### src/rtl/blk_arb_pkg.sv
// Shared types and constants for the two-channel begin/end word arbiter.
package blk_arb_pkg;

  typedef enum logic [1:0] {
    IDLE = 2'd0,
    OWN0 = 2'd1,
    OWN1 = 2'd2
  } arb_state_e;

  localparam logic [7:0]  ASCII_SPACE = 8'h20;
  localparam logic [7:0]  CASE_MASK   = 8'h20;
  localparam logic [39:0] KW_BEGIN    = "begin";
  localparam logic [23:0] KW_END      = "end";

  function automatic logic [7:0] kw_begin_char(input logic [2:0] idx);
    case (idx)
      3'd0:    return KW_BEGIN[39:32];
      3'd1:    return KW_BEGIN[31:24];
      3'd2:    return KW_BEGIN[23:16];
      3'd3:    return KW_BEGIN[15:8];
      3'd4:    return KW_BEGIN[7:0];
      default: return 8'h00;
    endcase
  endfunction

  function automatic logic [7:0] kw_end_char(input logic [2:0] idx);
    case (idx)
      3'd0:    return KW_END[23:16];
      3'd1:    return KW_END[15:8];
      3'd2:    return KW_END[7:0];
      default: return 8'h00;
    endcase
  endfunction

endpackage

### src/rtl/blk_word_matcher.sv
// Case-insensitive "begin"/"end" recognizer over a space-terminated word.
module blk_word_matcher
  import blk_arb_pkg::*;
(
  input  logic       clk,
  input  logic       reset,
  input  logic [7:0] ch,
  input  logic       ch_en,
  output logic       word_done,
  output logic       is_begin,
  output logic       is_end
);

  logic [2:0] len_q, len_d;
  logic       beg_miss_q, beg_miss_d;
  logic       end_miss_q, end_miss_d;
  logic [7:0] lc;

  assign lc        = ch | CASE_MASK;
  assign word_done = ch_en && (ch == ASCII_SPACE);
  assign is_begin  = word_done && !beg_miss_q && (len_q == 3'd5);
  assign is_end    = word_done && !end_miss_q && (len_q == 3'd3);

  // Miss flags record any divergence from the keyword prefix; length saturates at 6.
  always_comb begin
    len_d      = len_q;
    beg_miss_d = beg_miss_q;
    end_miss_d = end_miss_q;
    if (word_done) begin
      len_d      = '0;
      beg_miss_d = 1'b0;
      end_miss_d = 1'b0;
    end else if (ch_en) begin
      if ((len_q >= 3'd5) || (lc != kw_begin_char(len_q))) beg_miss_d = 1'b1;
      if ((len_q >= 3'd3) || (lc != kw_end_char(len_q)))   end_miss_d = 1'b1;
      if (len_q != 3'd6) len_d = len_q + 3'd1;
    end
  end

  always_ff @(posedge clk) begin
    if (reset) begin
      len_q      <= '0;
      beg_miss_q <= 1'b0;
      end_miss_q <= 1'b0;
    end else begin
      len_q      <= len_d;
      beg_miss_q <= beg_miss_d;
      end_miss_q <= end_miss_d;
    end
  end

endmodule

### src/rtl/blk_word_arbiter.sv
// Word-granular arbiter sharing one keyword matcher between two character streams.
// Define BLK_ARB_FAIR_EN for round-robin tie breaking; otherwise channel 0 wins ties.
module blk_word_arbiter
  import blk_arb_pkg::*;
#(
  parameter int unsigned DEPTH_W = 4
) (
  input  logic       clk,
  input  logic       reset,
  input  logic [7:0] in0,
  input  logic       in0_valid,
  output logic       in0_ready,
  input  logic [7:0] in1,
  input  logic       in1_valid,
  output logic       in1_ready,
  output logic [1:0] grant,
  output logic       busy,
  output logic [1:0] result,
  output logic [1:0] err
);

  localparam logic [DEPTH_W-1:0] DEPTH_MAX = '1;

  arb_state_e                   state_q, state_d;
  logic [1:0][DEPTH_W-1:0]      depth_q, depth_d;
  logic [1:0]                   err_q, err_d;
  logic [1:0]                   result_q, result_d;
  logic                         own;
  logic [7:0]                   cur_ch;
  logic                         ch_en;
  logic                         word_done, is_begin, is_end;
  logic                         tie_pick1;

  assign own    = (state_q == OWN1);
  assign cur_ch = own ? in1 : in0;
  assign ch_en  = ((state_q == OWN0) && in0_valid) || ((state_q == OWN1) && in1_valid);

  blk_word_matcher u_matcher (
    .clk      (clk),
    .reset    (reset),
    .ch       (cur_ch),
    .ch_en    (ch_en),
    .word_done(word_done),
    .is_begin (is_begin),
    .is_end   (is_end)
  );

`ifdef BLK_ARB_FAIR_EN
  logic last_q, last_d;

  // Pointer holds the channel that owned the most recently completed word.
  assign tie_pick1 = ~last_q;

  always_comb begin
    last_d = last_q;
    if (word_done) last_d = own;
  end

  always_ff @(posedge clk) begin
    if (reset) last_q <= 1'b1;
    else       last_q <= last_d;
  end
`else
  assign tie_pick1 = 1'b0;
`endif

  always_comb begin
    state_d = state_q;
    case (state_q)
      IDLE: begin
        if (in0_valid && in1_valid) state_d = tie_pick1 ? OWN1 : OWN0;
        else if (in0_valid)         state_d = OWN0;
        else if (in1_valid)         state_d = OWN1;
      end
      OWN0, OWN1: if (word_done) state_d = IDLE;
      default:    state_d = IDLE;
    endcase
  end

  always_comb begin
    depth_d  = depth_q;
    err_d    = err_q;
    result_d = result_q;
    if (is_begin) begin
      if (depth_q[own] == DEPTH_MAX) err_d[own] = 1'b1;
      else                           depth_d[own] = depth_q[own] + DEPTH_W'(1);
    end
    if (is_end) begin
      if (depth_q[own] == '0) err_d[own] = 1'b1;
      else                    depth_d[own] = depth_q[own] - DEPTH_W'(1);
    end
    for (int unsigned i = 0; i < 2; i++) begin
      result_d[i] = (depth_d[i] == '0) && !err_d[i];
    end
  end

  always_ff @(posedge clk) begin
    if (reset) begin
      state_q  <= IDLE;
      depth_q  <= '0;
      err_q    <= '0;
      result_q <= '1;
    end else begin
      state_q  <= state_d;
      depth_q  <= depth_d;
      err_q    <= err_d;
      result_q <= result_d;
    end
  end

  assign in0_ready = (state_q == OWN0);
  assign in1_ready = (state_q == OWN1);
  assign grant     = {state_q == OWN1, state_q == OWN0};
  assign busy      = (state_q != IDLE);
  assign result    = result_q;
  assign err       = err_q;

endmodule
### config.mk
export PLATFORM = sky130hd
export DESIGN_NAME = blk_word_arbiter
export DESIGN_NICKNAME = d
export VERILOG_FILES = /design/src/rtl/blk_arb_pkg.sv /design/src/rtl/blk_word_matcher.sv /design/src/rtl/blk_word_arbiter.sv
export SDC_FILE = /design/constraint.sdc
export NUM_CORES = 1
export LEC_CHECK = 0
export ABC_AREA = 1
export BUFFER_PORTS_ARGS = -buffer_cell sky130_fd_sc_hd__buf_2
export CAP_MARGIN = 10
export CORE_ASPECT_RATIO = 1.2
export CORE_UTILIZATION = 40
export DETAILED_ROUTE_END_ITERATION = 10
export SETUP_SLACK_MARGIN = 0.05
export SYNTH_ARGS = -nofsm -noshare
export SYNTH_HDL_FRONTEND = slang
export SYNTH_SLANG_ARGS = --single-unit
### constraint.sdc
create_clock -name clk -period 4.1 [get_ports clk]
set_clock_uncertainty 0.1 [all_clocks]
set_input_delay 0.205 -clock clk [delete_from_list [all_inputs] [get_ports clk]]
set_output_delay 0.205 -clock clk [all_outputs]
set_load 0.05 [all_outputs]
==> reports/results.tsv <==
metric	value	unit
seq_area_frac_synth	19.77	%
cts.path.max_buffers	2	
setup_viol	0	
post_cts_buffers	0	
antenna_found_initial	0	
cts_tree	yes	
drtAntennaViolNets	0	
use_met2	31.75	%
r2r_cells	12	
fin_hold_ws	0.1377	ns
synth_edf_count	0	
utilization	46.13	%
mostFrequentLayoutCells	nand2_1, inv_1, nand3_1	
path_clk_slew	0.07	ns
drive_above_1_share	14.41	%
slew_violations	0	
grt_pass1_wl	7.810	mm
max_freq	324.6	MHz
postCtsHoldBufs	0	
grt_pass1_vias	1839	
arrival	3.17	ns
async_reset_ff_share	0	%
status	completed	
drtPass1Iterations	4	
fin_crit	3.081	ns
cp-end-kind	register	
grt_max_degree	24	
core_area	4594	sq um
vias	2019	
p_leak	1.102	nW
hold_class	in -> reg	
n_fill_cell	525	
io_pins	29	
p_per_area	428.6	nW/um^2
gp_congestion	0.8688	
clock_sinks	19	
r2r_end	result[0]$_SDFF_PP1_	
cts_root_buf	clkbuf_8	
final_common_cell	nand2_1	
tightest_slew	0.8803	ns
globalRouteOverflowTotal	0	
ys_ff_latch	19	
stdcell_count	412	
netlist_instances	330	
drt_iter0_markers	52	
critical_path.endpoint	result[0]$_SDFF_PP1_	
syn-num-nets	360	
die_area	5093	sq um
n_antenna_cell	0	
dp.cells	408	
area_growth	10.14	%
die_w	65.32	um
syn_avg_cell_area	5.831	sq um
synth_area	1924	sq um
tns	0	ns
wire_per_inst	10.98	um
port_buffers	28	
gr-max-usage-layer	met2	
cp.required	4.19	ns
setup_slack	1.019	ns
fp-row-count	27	
grt_usage	19.24	%
regToRegSetupSlack	1.02	ns
post-route-period-util	75.14	%
path_max_fanout	23	
synth_ff_type	dfxtp_1	
start_util	41.88	%
vdd_drop_max	468.1	uV
worstHoldStart	in0_valid	
start_kind	register	
h-tree-depth	1	
totalWireLength	4.523	mm
cts_resized	0	
yosys_warnings	0	
vias_per_cell	4.900	
dieHeight	77.98	um
hold_viol	0	
preCtsSetupSlack	1.060	ns
use_met3	1.912	%
synth_cell_types	33	
crit_start	state_q[0]$_SDFFE_PP0P_	
max-cap-violations	0	
clk_latency	0.26	ns
slew_headroom	41.31	%
fin_nets	385	
rsz0062_at_grt	no	
drc	0	
cts_inserted_buffers	3	
critPathKind	reg -> reg	
met1_usage	24.22	%
dp_hpwl	3.691	mm
r2r_start	state_q[0]$_SDFFE_PP0P_	
==> registers in the layout, indices dropped and copies added, names as in the netlist <==
| signal | count |
|---|---|
| depth_q | 8 |
| err | 2 |
| result | 2 |
| u_matcher.end_miss_q | 1 |
| u_matcher.len_q | 3 |
| state_q | 2 |
| u_matcher.beg_miss_q | 1 |
==> layer usage <==
metal,vias up,part of all wire [%]
li1,1095,-
met1,870,47
met2,45,46
met3,9,4.4
met4,0,2.3
met5,-,0
==> how the worst min path moves through the flow <==
stage / end / depth (start not counted) / slack (ns)
after global placement: state_q[0]$_SDFFE_PP0P_ / 2 / 0.37
after global routing: depth_q[1]$_SDFF_PP0_ / 2 / 0.17
after CTS: state_q[0]$_SDFFE_PP0P_ / 3 / 0.13
after detailed placement: err[0]$_SDFF_PP0_ / 2 / 0.37
after floorplan: state_q[0]$_SDFFE_PP0P_ / 1 / 0.17
final: state_q[0]$_SDFFE_PP0P_ / 3 / 0.14
==> worst max-delay path, cell delays in order, from the launching register on <==
cell	delay (ns)
dfxtp_1	0.33
inv_1	0.08
ha_1	0.73
buf_4	0.33
nand2_1	0.07
nand2_1	0.18
nand3_2	0.15
nor3_4	0.32
nand4_4	0.18
or2_0	0.24
nand2_1	0.11
nand2_1	0.06
o21ai_1	0.12
==> metrics by stage <==
stage	area (sq um)	power [mW]
floorplan	1924	0.7114
detailed placement	2074	0.7828
global placement	2074	0.7870
global route	2120	0.9890
CTS	2120	0.9159
finish	2120	0.9085
==> power by group <==
part / leakage (nW) / internal (mW) / switching (mW)
Combinational: 0.925 / 0.158 / 0.403
Sequential: 0.154 / 0.203 / 0.0150
Clock: 0.0228 / 0.0692 / 0.0599
Total: 1.10 / 0.430 / 0.478
==> cells in the mapped netlist, types with 7 or more instances <==
library cell	number	share of area (%)
nand3_1	31	8.1
ha_1	10	6.5
nor2_1	28	5.5
o21ai_0	11	2.9
nand2_1	121	24
inv_1	44	8.6
nand4_1	11	3.6
nand2_2	7	2.3
a21oi_1	15	3.9
dfxtp_1	19	20
==> layout make-up <==
type                            count  area, sq um  share of cell area (%)
Multi-Input combinational cell    257         1300                   61.33
Clock buffer                        4        45.04                   2.125
Tap cell                           58        72.57                   3.424
Sequential cell                    19        380.4                   17.95
Inverter                           45        173.9                   8.205
Timing Repair Buffer               29        147.6                   6.966
==> kinds of logic (layout without fill, tap and decap cells) <==
kind of cell	after synthesis	count (layout)	share of synthesized area, %
buffers and inverters	54	78	12.68
AND/OR/NAND/NOR	212	212	50.52
XOR/XNOR	3	3	1.366
flip-flops	19	19	19.77
AO/OA/AOI/OAI	32	32	9.168
adder cells (fa/ha/maj)	10	10	6.502
Note: power is estimated with default switching activity, not from simulation.
